**config.mk**
```make
export PLATFORM = sky130hd
export DESIGN_NAME = orientation_rx_flat
export DESIGN_NICKNAME = d
export VERILOG_FILES = /design/src/rtl/orientation_rx_if.sv /design/src/rtl/orientation_rx.sv /design/src/flat_wrapper.sv
export SDC_FILE = /design/constraint.sdc
export NUM_CORES = 1
export LEC_CHECK = 0
export BUFFER_PORTS_ARGS = -buffer_cell sky130_fd_sc_hd__buf_2
export CAP_MARGIN = 0
export CORE_ASPECT_RATIO = 1.25
export CORE_MARGIN = 5
export CORE_UTILIZATION = 40
export CTS_CLUSTER_SIZE = 25
export DETAILED_ROUTE_END_ITERATION = 8
export GPL_TIMING_DRIVEN = 0
export SYNTH_ARGS = -nofsm -noshare
export SYNTH_HDL_FRONTEND = slang
export SYNTH_SLANG_ARGS = --single-unit
```
**constraint.sdc**
```tcl
create_clock -name clk -period 2.35 [get_ports clk]
set_input_delay 0.47 -clock clk [delete_from_list [all_inputs] [get_ports clk]]
set_output_delay 0.47 -clock clk [all_outputs]
set_load 0.05 [all_outputs]
```
**src/rtl/orientation_rx_if.sv**
```systemverilog
`default_nettype none
// +------------------------------------------------------------------+
// | Module      : orientation_rx_if                                  |
// | Description : Serial cube-state link between MCU and receiver,   |
// |               plus the committed-state/status side it produces.  |
// | Revision    : 1.0  initial release                               |
// +------------------------------------------------------------------+
interface orientation_rx_if #(
    parameter int FRAME_BITS = 162
);
    logic                  sck;
    logic                  sdi;
    logic                  load;
    logic                  render_busy;
    logic [FRAME_BITS-1:0] orientation;
    logic                  frame_valid;
    logic                  frame_error;
    logic [1:0]            err_code;
    logic                  pending;
    logic [7:0]            frame_count;

    // MCU / renderer side: drives the serial link and render_busy
    modport master (
        output sck, sdi, load, render_busy,
        input  orientation, frame_valid, frame_error, err_code, pending, frame_count
    );

    // Receiver side
    modport slave (
        input  sck, sdi, load, render_busy,
        output orientation, frame_valid, frame_error, err_code, pending, frame_count
    );
endinterface
`default_nettype wire

```
**src/rtl/orientation_rx.sv**
```systemverilog
`default_nettype none
// +------------------------------------------------------------------+
// | Module      : orientation_rx                                     |
// | Description : Receives a serial cube-state frame from an MCU,    |
// |               validates length and colour codes, and commits it  |
// |               to the orientation register when the LED renderer  |
// |               is not mid-refresh.                                |
// | Revision    : 1.0  initial release                               |
// +------------------------------------------------------------------+
module orientation_rx #(
    parameter int FRAME_BITS  = 162,
    parameter int SYNC_STAGES = 2
) (
    input  wire logic       clk,
    input  wire logic       reset,
    orientation_rx_if.slave bus
);
    localparam int c_FIELDS = FRAME_BITS / 3;

    typedef enum logic [1:0] {
        IDLE  = 2'd0,
        SHIFT = 2'd1,
        CHECK = 2'd2,
        HOLD  = 2'd3
    } state_t;

    // Synchroniser chain, one 3-bit lane per stage: {load, sdi, sck}
    logic [2:0]            r_sync [SYNC_STAGES];
    logic [2:0]            r_prev;
    logic [2:0]            w_sync;
    logic                  r_sck_rise;
    logic                  r_load_rise;
    logic                  r_load_fall;

    state_t                r_state;
    state_t                w_next;
    logic                  w_shift;
    logic                  w_clr_cnt;
    logic                  w_commit;
    logic                  w_error;
    logic [1:0]            w_err_val;
    logic                  w_len_bad;
    logic                  w_colour_bad;

    logic [FRAME_BITS-1:0] r_shreg;
    logic [7:0]            r_bit_cnt;
    logic [FRAME_BITS-1:0] r_orientation;
    logic                  r_frame_valid;
    logic                  r_frame_error;
    logic [1:0]            r_err_code;
    logic [7:0]            r_frame_count;

    assign w_sync = r_sync[SYNC_STAGES-1];

    // Synchronise the MCU signals and register their edge pulses; the sdi
    // copy in r_prev lines up with the registered sck rise pulse
    always_ff @(posedge clk) begin
        if (reset) begin
            for (int i = 0; i < SYNC_STAGES; i++) begin
                r_sync[i] <= 3'b000;
            end
            r_prev      <= 3'b000;
            r_sck_rise  <= 1'b0;
            r_load_rise <= 1'b0;
            r_load_fall <= 1'b0;
        end else begin
            r_sync[0] <= {bus.load, bus.sdi, bus.sck};
            for (int i = 1; i < SYNC_STAGES; i++) begin
                r_sync[i] <= r_sync[i-1];
            end
            r_prev      <= w_sync;
            r_sck_rise  <= w_sync[0] & ~r_prev[0];
            r_load_rise <= w_sync[2] & ~r_prev[2];
            r_load_fall <= ~w_sync[2] & r_prev[2];
        end
    end

    // Frame checks evaluated on the assembled shift register
    always_comb begin
        w_len_bad    = ({24'd0, r_bit_cnt} != 32'(FRAME_BITS));
        w_colour_bad = 1'b0;
        for (int i = 0; i < c_FIELDS; i++) begin
            if (r_shreg[3*i +: 3] > 3'b101) begin
                w_colour_bad = 1'b1;
            end
        end
    end

    // FSM state register
    always_ff @(posedge clk) begin
        if (reset) begin
            r_state <= IDLE;
        end else begin
            r_state <= w_next;
        end
    end

    // FSM next-state and datapath controls
    always_comb begin
        w_next    = r_state;
        w_shift   = 1'b0;
        w_clr_cnt = 1'b0;
        w_commit  = 1'b0;
        w_error   = 1'b0;
        w_err_val = 2'b00;
        case (r_state)
            IDLE: begin
                if (r_load_rise) begin
                    w_next    = SHIFT;
                    w_clr_cnt = 1'b1;
                end
            end
            SHIFT: begin
                // A final sck rise coinciding with load fall is still taken
                w_shift = r_sck_rise;
                if (r_load_fall) begin
                    w_next = CHECK;
                end
            end
            CHECK: begin
                w_next = IDLE;
                if (w_len_bad) begin
                    w_error   = 1'b1;
                    w_err_val = 2'b01;
                end else if (w_colour_bad) begin
                    w_error   = 1'b1;
                    w_err_val = 2'b10;
                end else if (bus.render_busy) begin
                    w_next = HOLD;
                end else begin
                    w_commit = 1'b1;
                end
            end
            HOLD: begin
                // A new frame starting beats a late commit of the held one
                if (r_load_rise) begin
                    w_next    = SHIFT;
                    w_clr_cnt = 1'b1;
                    w_error   = 1'b1;
                    w_err_val = 2'b11;
                end else if (!bus.render_busy) begin
                    w_next   = IDLE;
                    w_commit = 1'b1;
                end
            end
            default: begin
                w_next = IDLE;
            end
        endcase
    end

    // Shift register, bit counter, committed state and status pulses
    always_ff @(posedge clk) begin
        if (reset) begin
            r_shreg       <= '0;
            r_bit_cnt     <= 8'd0;
            r_orientation <= '0;
            r_frame_valid <= 1'b0;
            r_frame_error <= 1'b0;
            r_err_code    <= 2'b00;
            r_frame_count <= 8'd0;
        end else begin
            r_frame_valid <= w_commit;
            r_frame_error <= w_error;
            if (w_clr_cnt) begin
                r_bit_cnt <= 8'd0;
            end else if (w_shift) begin
                r_shreg <= {r_shreg[FRAME_BITS-2:0], r_prev[1]};
                if (r_bit_cnt != 8'hFF) begin
                    r_bit_cnt <= r_bit_cnt + 8'd1;
                end
            end
            if (w_commit) begin
                r_orientation <= r_shreg;
                r_frame_count <= r_frame_count + 8'd1;
            end
            if (w_error) begin
                r_err_code <= w_err_val;
            end
        end
    end

    assign bus.orientation = r_orientation;
    assign bus.frame_valid = r_frame_valid;
    assign bus.frame_error = r_frame_error;
    assign bus.err_code    = r_err_code;
    assign bus.pending     = (r_state == HOLD);
    assign bus.frame_count = r_frame_count;
endmodule
`default_nettype wire

```
**src/flat_wrapper.sv**
```systemverilog
// flat-port wrapper written by rule: the top's interface ports become plain ports
module orientation_rx_flat 
#(
    parameter int FRAME_BITS  = 162,
    parameter int SYNC_STAGES = 2
)
  (clk, reset, bus_sck, bus_sdi, bus_load, bus_render_busy, bus_orientation, bus_frame_valid, bus_frame_error, bus_err_code, bus_pending, bus_frame_count);
  orientation_rx_if #(.FRAME_BITS(FRAME_BITS)) bus_i ();
  input  wire logic clk;
  input  wire logic reset;
  input wire logic [$bits(bus_i.sck)-1:0] bus_sck;
  input wire logic [$bits(bus_i.sdi)-1:0] bus_sdi;
  input wire logic [$bits(bus_i.load)-1:0] bus_load;
  input wire logic [$bits(bus_i.render_busy)-1:0] bus_render_busy;
  output wire logic [$bits(bus_i.orientation)-1:0] bus_orientation;
  output wire logic [$bits(bus_i.frame_valid)-1:0] bus_frame_valid;
  output wire logic [$bits(bus_i.frame_error)-1:0] bus_frame_error;
  output wire logic [$bits(bus_i.err_code)-1:0] bus_err_code;
  output wire logic [$bits(bus_i.pending)-1:0] bus_pending;
  output wire logic [$bits(bus_i.frame_count)-1:0] bus_frame_count;
  assign bus_i.sck = bus_sck;
  assign bus_i.sdi = bus_sdi;
  assign bus_i.load = bus_load;
  assign bus_i.render_busy = bus_render_busy;
  assign bus_orientation = bus_i.orientation;
  assign bus_frame_valid = bus_i.frame_valid;
  assign bus_frame_error = bus_i.frame_error;
  assign bus_err_code = bus_i.err_code;
  assign bus_pending = bus_i.pending;
  assign bus_frame_count = bus_i.frame_count;
  orientation_rx #(.FRAME_BITS(FRAME_BITS), .SYNC_STAGES(SYNC_STAGES)) u_core (.clk(clk), .reset(reset), .bus(bus_i));
endmodule
```
==> results_dict.tcl, run 1 <==
set metrics [dict create \
    status "finished, final reports clean" \
    max_cap_viol_count 0 \
    grt_use_total 0.2029 \
    drv_slew 0 \
    synthSimpleGateAreaFrac 0.2229 \
    drc 0 \
    hp-start "bus_sdi" \
    preCtsSetupSlack_ps -611.1 \
    setup_viol 0 \
    dieArea_sq_um 35360 \
    cts_tree "done" \
    peakVddDrop_v 0.0005300 \
    period_minus_slack_ps 2305 \
    synth_compound_area_frac 0.1613 \
    dp_hpwl_microns 27400 \
    clkSinkCount 358 \
    p_seq_frac 0.507 \
    cts_hold_buf 0 \
    synth_top_area_frac 0.5657 \
    antennaDiodeCount 0 \
    arrival_ps 2750 \
    ant_nets 0 \
    slowest_stage "nor4_4" \
    synth_xor_area_frac 0.004148 \
    hold_viol 0 \
    ys_types 35 \
    reg2reg_to "u_core.bus.orientation[54]" \
    mostFrequentLayoutCells "660 x nand2_1, 356 x dfxtp_1, 334 x a21oi_1" \
    synth_fp_nets 1605 \
    final_nets 1825 \
    netlist_instances 1591 \
    dpl.cell_count 2177 \
    yosysWarnings 0 \
    synth_seq_area_share 0.5657 \
    initial_core_util 0.4076 \
    vias 11310 \
    startpoint_type "register" \
    worstHoldEndpoint "u_core.r_sync[0][1]" \
    die_h_microns 209.0 \
    drt_iter0_markers 688 \
    die_w_microns 169.2 \
    p_int_uw 9385 \
    critPathMaxFanout 10 \
    detail_route.wl_per_cell_microns 16.71 \
    fp-row-count 72 \
    area_delta_synth_final_pct 22.94 \
    max_slew_margin 0.5020 \
    rrSetupSlack_ps 50 \
    place_congestion 0.8194 \
    tns_ps 0 \
    final_common_cell "nand2_1" \
    p_per_area_nw_per_um2 772.7 \
    drt-total-wl_microns 37500 \
    power_leakage_uw 0.005711 \
    n_fill_cell 3091 \
    yosysTopAreaCell "dfxtp_1" \
    swShare 0.2203 \
    synthAdderAreaFrac 0.007900 \
    clkSlewWorstSetupHoldPaths_ps 60 \
    fin_ws_ps 45.21 \
    grt_max_degree 15 \
    async_flop_share 0 \
    via_per_inst 5.042 \
    grt_pass1_wl_microns 57830 \
    rr_worst_depth 10 \
    synth_mux_area_frac 0 \
    insertion_delay_ps 530 \
    io_buffers 179 \
    hold_depth 2 \
    antenna_found_initial 0 \
    synth_top_family_by_area "simple AND/OR/NAND/NOR gates" \
    cp.required_ps 2790 \
    fin_worst_skew_ps 18.91 \
    coreArea_sq_um 31080 \
    cts_buffers 36 \
    drive_gt1_frac 0.1731 \
    cts_buffer_depth 3 \
    critPathLaunch "u_core.r_bit_cnt[0]" \
    clockPowerShare 0.463 \
    pin_count 181 \
    fin_cells 2244 \
    syn_avg_cell_area_sq_um 7.963 \
    crit_type "register to register" \
    grt_overflow 0 \
    synth_edf_count 0 \
    dr.pass1.iters 5 \
    timing.hold.ws_ps 158.3 \
    hp-class "primary input to register" \
    yosys-top-cells-area "dfxtp_1 57%, nand2_1 20%, a21oi_1 13%" \
    max_clock_freq_ghz 0.4339 \
    combPwrFrac 0.030 \
    syn_area_sq_um 12670 \
    htreeDepth 2 \
    cts_root_buffer "clkbuf_16" \
    synth-seq-cells 358 \
    path_cells "inv_2 > ha_4 > and4bb_1 > nand4_1 > nor4_4 > a31o_2 > buf_8 > buf_6 > nand2_1 > a21oi_1" \
    p_sw_uw 2651 \
    grt_pass1_vias 10530 \
    slowest_delay_ps 400 \
    setup.worst_path.end_class "register" \
    synth_flop_cell "dfxtp_1" \
    finalCritPeriodShare 0.9808 \
    rsz0062_at_grt "true" \
    rr_startpoint "u_core.r_bit_cnt[0]" \
    tightest_slew_ps 747.0 \
]
-- metal layers --
layer,share of wire,vias to the layer above,global-route usage
met4,0.030,0,0.06248
met5,0,-,0
li1,-,5656,-
met2,0.49,292,0.3517
met1,0.42,5306,0.2568
met3,0.059,60,0.03611
-- power groups by stage --
stage                     Sequential, uW  Clock [uW]  Combinational [uW]
after floorplan                     6250           0                 211
after global placement              6240           0                 328
after detailed placement            6240           0                 334
after CTS                           6100        5670                 341
after global routing                6100        5920                 388
final                               6100        5580                 355
-- sequential cells by signal, indices dropped and copies added, names as in the netlist --
| register | flops |
|---|---|
| u_core.bus.frame_valid | 1 |
| u_core.r_bit_cnt | 8 |
| u_core.bus.orientation | 162 |
| u_core.bus.frame_count | 8 |
| u_core.r_shreg | 162 |
| u_core.r_state | 2 |
| u_core.r_sync | 6 |
| u_core.bus.frame_error | 1 |
| u_core.r_prev | 3 |
| u_core.r_load_fall | 1 |
| u_core.r_load_rise | 1 |
| u_core.r_sck_rise | 1 |
| u_core.bus.err_code | 2 |
-- synth_stat cells (all sizes together) (6+ instances only) --
cell type  count
a21oi        336
a221oi         6
a22oi         18
buf           32
clkbuf        80
dfxtp        358
ha             8
inv            7
nand2        660
nand3          7
nand4          8
nor2          10
nor2b         12
o21ai          7
or3            6
-- kinds of logic (layout without fill, tap and decap cells) --
kind of cell | after synthesis | after routing
buf+inv | 119 | 365
fa+ha+maj | 8 | 8
flops | 358 | 358
simple gates | 716 | 716
xor+xnor | 6 | 6
compound gates | 384 | 384
-- area by class of cell --
class	instances	area, sq um	area share
Multi-Input combinational cell	1114	5137	0.3298
Timing Repair Buffer	182	935.9	0.06009
Sequential cell	358	7172	0.4604
Tap cell	407	509.2	0.03269
Inverter	7	26.28	0.001687
Buffer	112	650.6	0.04177
Clock buffer	54	1090	0.06997
Clock inverter	10	55.05	0.003534
-- worst max-delay path: cells and delay by family (launching register included) --
kind,cells,cell delay [ps]
compound gates,2,400
flops,1,350
fa+ha+maj,1,120
buf+inv,3,420
simple gates,4,940
-- worst max-delay path by stage --
stage                                        endpoint  slack (ps)  depth (start not counted)
final                      u_core.bus.orientation[54]          50                         10
after global routing       u_core.bus.orientation[68]         -60                         10
after CTS                 u_core.bus.orientation[146]           3                         10
after detailed placement   u_core.bus.orientation[57]        -610                         10
after global placement     u_core.bus.orientation[60]        -580                         10
after floorplan             u_core.bus.frame_count[1]         360                         10
-- what timing repair did --
action	4_1_cts	5_1_grt
setup endpoints to repair	257	247
setup buffers	1	1
pin swaps	1	14
gates cloned	0	1
gates resized for setup	38	105
-- metrics by stage --
stage,cell area (sq um),util,total power (uW)
after global routing,15580,0.5012,12400
after CTS,15330,0.4934,12110
after floorplan,12670,-,6460
after detailed placement,14070,0.4529,6572
final,15580,0.5012,12040
after global placement,14070,0.4529,6565
(Power assumes the default switching activity.)
==> inputs of run 2 (changes only) <==
Settings changed: ABC_AREA set to 1, CTS_BUF_LIST set to sky130_fd_sc_hd__clkbuf_4 sky130_fd_sc_hd__clkbuf_8.
==> run 2 against run 1 <==
  * Area after synthesis rose by 12%
  * Maximum frequency rose by 1.4%
  * Critical path depth rose by 3
  * Final area rose by 11%
  * Critical endpoint is now u_core.bus.orientation[131]
  * Largest cell class unchanged
  * Highest routed layer unchanged
==> results_dict.tcl, run 2 <==
set metrics [dict create \
    status "finished, final reports clean" \
    cts_root_buffer "clkbuf_8" \
    grt_use_total 0.1934 \
    crit_type "register to register" \
    slowest_delay_ps 330 \
    clockPowerShare 0.444 \
    power_leakage_uw 0.008460 \
    clkSlewWorstSetupHoldPaths_ps 60 \
    clkSinkCount 358 \
    via_per_inst 4.734 \
    wl_met1_microns 16790 \
    fin_cells 2660 \
    synth_fp_nets 1911 \
    max_clock_freq_ghz 0.4398 \
    fin_worst_skew_ps 35.52 \
    detail_route.wl_per_cell_microns 14.76 \
    place_congestion 0.8427 \
    drc 0 \
    cts_buffer_depth 3 \
    critPathLaunch "u_core.r_bit_cnt[0]" \
    critPathMaxFanout 10 \
    grt_pass1_vias 11910 \
    ant_nets 0 \
    insertion_delay_ps 620 \
    dieArea_sq_um 39280 \
    rsz0062_at_grt "true" \
    io_buffers 180 \
    peakVddDrop_v 0.0003832 \
    yosysTopAreaCell "dfxtp_1" \
    rr_worst_depth 13 \
    cts_tree "done" \
    dp_hpwl_microns 27800 \
    grt_max_degree 15 \
    setup_viol 0 \
    initial_core_util 0.4026 \
    coreArea_sq_um 35170 \
    drive_gt1_frac 0.1848 \
    swShare 0.2479 \
    period_minus_slack_ps 2274 \
    wl_met3_microns 2141 \
    vias 12590 \
    synthTopCellsByCount "685 x nor2_1, 358 x dfxtp_1, 288 x nand2_1" \
    synth_flop_cell "dfxtp_1" \
    htreeDepth 2 \
    grt_overflow 0 \
    tightest_slew_ps 979.7 \
    final_util 0.4902 \
    arrival_ps 2760 \
    final_nets 2154 \
    dpl.cell_count 2551 \
    ys_types 29 \
    fp-row-count 77 \
    path_cells "inv_2 > ha_1 > nand2_1 > nor3_2 > nand4_1 > nor2_2 > nand3_4 > nand2_8 > inv_2 > buf_8 > buf_6 > nor2_2 > nor2_1" \
    yosys-top-cells-area "dfxtp_1 51%, nor2_1 18%, nand3b_1 8.7%" \
    routed.top_layer "met4" \
    startpoint_type "register" \
    place_area_sq_um 15650 \
    netlist_instances 1897 \
    drt_iter0_markers 743 \
    die_h_microns 220.3 \
    die_w_microns 178.3 \
    n_fill_cell 3568 \
    synth.most_common_cell "nor2_1" \
    antennaDiodeCount 0 \
    p_per_area_nw_per_um2 768.6 \
    hp-class "primary input to register" \
    reg2reg_to "u_core.bus.orientation[131]" \
    slowest_stage "dfxtp_2" \
    p_sw_uw 3285 \
    dr.pass1.iters 5 \
    drt-total-wl_microns 39260 \
    synth_edf_count 0 \
    syn_avg_cell_area_sq_um 7.464 \
    hold_viol 0 \
    wl_met2_microns 19140 \
    final_common_cell "nor2_1" \
    drv_slew 0 \
    synth_top_area_frac 0.5062 \
    synth-seq-cells 358 \
    yosysWarnings 0 \
    area_delta_synth_final_pct 21.74 \
    grt_pass1_wl_microns 61130 \
    p_int_uw 9963 \
    rrSetupSlack_ps 80 \
    hold_depth 3 \
    rr_startpoint "u_core.r_bit_cnt[0]" \
    async_flop_share 0 \
    cts_buffers 58 \
    synth_seq_area_share 0.5062 \
    max_cap_viol_count 0 \
    pin_count 181 \
    combPwrFrac 0.074 \
    syn_area_sq_um 14160 \
    cp.required_ps 2840 \
    worstHoldEndpoint "u_core.r_sync[0][0]" \
    hp-start "bus_sck" \
    mostFrequentLayoutCells "633 x nor2_1, 356 x dfxtp_1, 286 x nand2_1" \
    max_slew_margin 0.3469 \
    p_seq_frac 0.482 \
    finalCritPeriodShare 0.9676 \
    antenna_found_initial 0 \
    design_area_sq_um 17240 \
    setup.worst_path.end_class "register" \
]
-- run 2: cell types whose count changed in the layout (fill, tap and decap cells not counted), sizes merged, moves of 11 or more --
| cell | delta |
|---|---|
| a21oi | -314 |
| nor2 | +676 |
| nand3b | +165 |
| clkbuf | +48 |
| nand2 | -371 |
| inv | +28 |
| o21ai | +158 |
| a22oi | -18 |
| nor2b | -11 |
-- run 2: final cells by class --
class | count | area [sq um] | share of cell area
tap | 474 | 593.1 | 0.03441
timing repair buffer | 183 | 927.1 | 0.05379
clock buffer | 93 | 1192 | 0.06918
multi-input combinational | 1378 | 6415 | 0.3722
sequential | 358 | 7169 | 0.4159
buffer | 126 | 690.7 | 0.04007
inverter | 35 | 131.4 | 0.007622
clock inverter | 13 | 117.6 | 0.006823
-- run 2: how the worst max path moves through the flow --
stage                                  end  slack, ps  depth (start not counted)
6_report       u_core.bus.orientation[131]         80                         13
5_1_grt                u_core.r_shreg[138]        -70                          8
4_1_cts        u_core.bus.orientation[134]        0.8                         14
3_5_place_dp           u_core.r_shreg[108]       -640                          9
3_3_place_gp           u_core.r_shreg[110]       -600                          9
2_1_floorplan  u_core.bus.orientation[100]        450                          7
-- run 2: cell families (layout without fill, tap and decap cells) --
kind of cell               Yosys count  in the layout  synth area share
AOI/OAI and AO/OA                  189            189           0.06716
xor gates and xnor gates            10             10          0.006186
adders and majority gates            8              8          0.007070
buffers and inverters              161            450           0.05373
DFF                                358            358            0.5062
and+or+nand+nor                   1171           1171            0.3597
-- run 2: timing repair --
action,CTS,global route
pin swaps,0,6
buffers inserted,2,1
endpoints found under the setup margin,291,238
hold buffers,0,0
gates resized for setup,14,97
-- run 2: metal layers --
| layer | up-vias | track usage |
|---|---|---|
| met1 | 5728 | 0.2284 |
| met3 | 70 | 0.04768 |
| met5 | - | 0 |
| li1 | 6514 | - |
| met4 | 0 | 0.07679 |
| met2 | 280 | 0.3377 |
-- run 2: critical path, delay by kind of cell (launching register included) --
kind                     cells  cell delay [ps]
AND/OR/NAND/NOR              8             1240
buffers and inverters        4              450
flip-flops                   1              330
adder cells (fa/ha/maj)      1              140
-- run 2: power groups by stage --
stage | logic (uW) | clock network, uW | registers, uW
6_report | 983 | 5880 | 6380
5_1_grt | 1100 | 6350 | 6400
4_1_cts | 981 | 6050 | 6370
3_5_place_dp | 972 | 0 | 6500
3_3_place_gp | 957 | 0 | 6500
2_1_floorplan | 543 | 0 | 6670
-- run 2: per-stage QoR --
stage                     hold WS, ps  TNS [ps]  power [uW]  setup slack, ps
after floorplan                 372.8         0        7211            453.7
after global placement          377.5    -78860        7456           -598.4
after detailed placement        380.1    -88090        7475           -637.8
after CTS                       28.59         0       13400           0.7669
after global routing            35.03     -1572       13850           -74.68
final                           71.76         0       13250            76.20
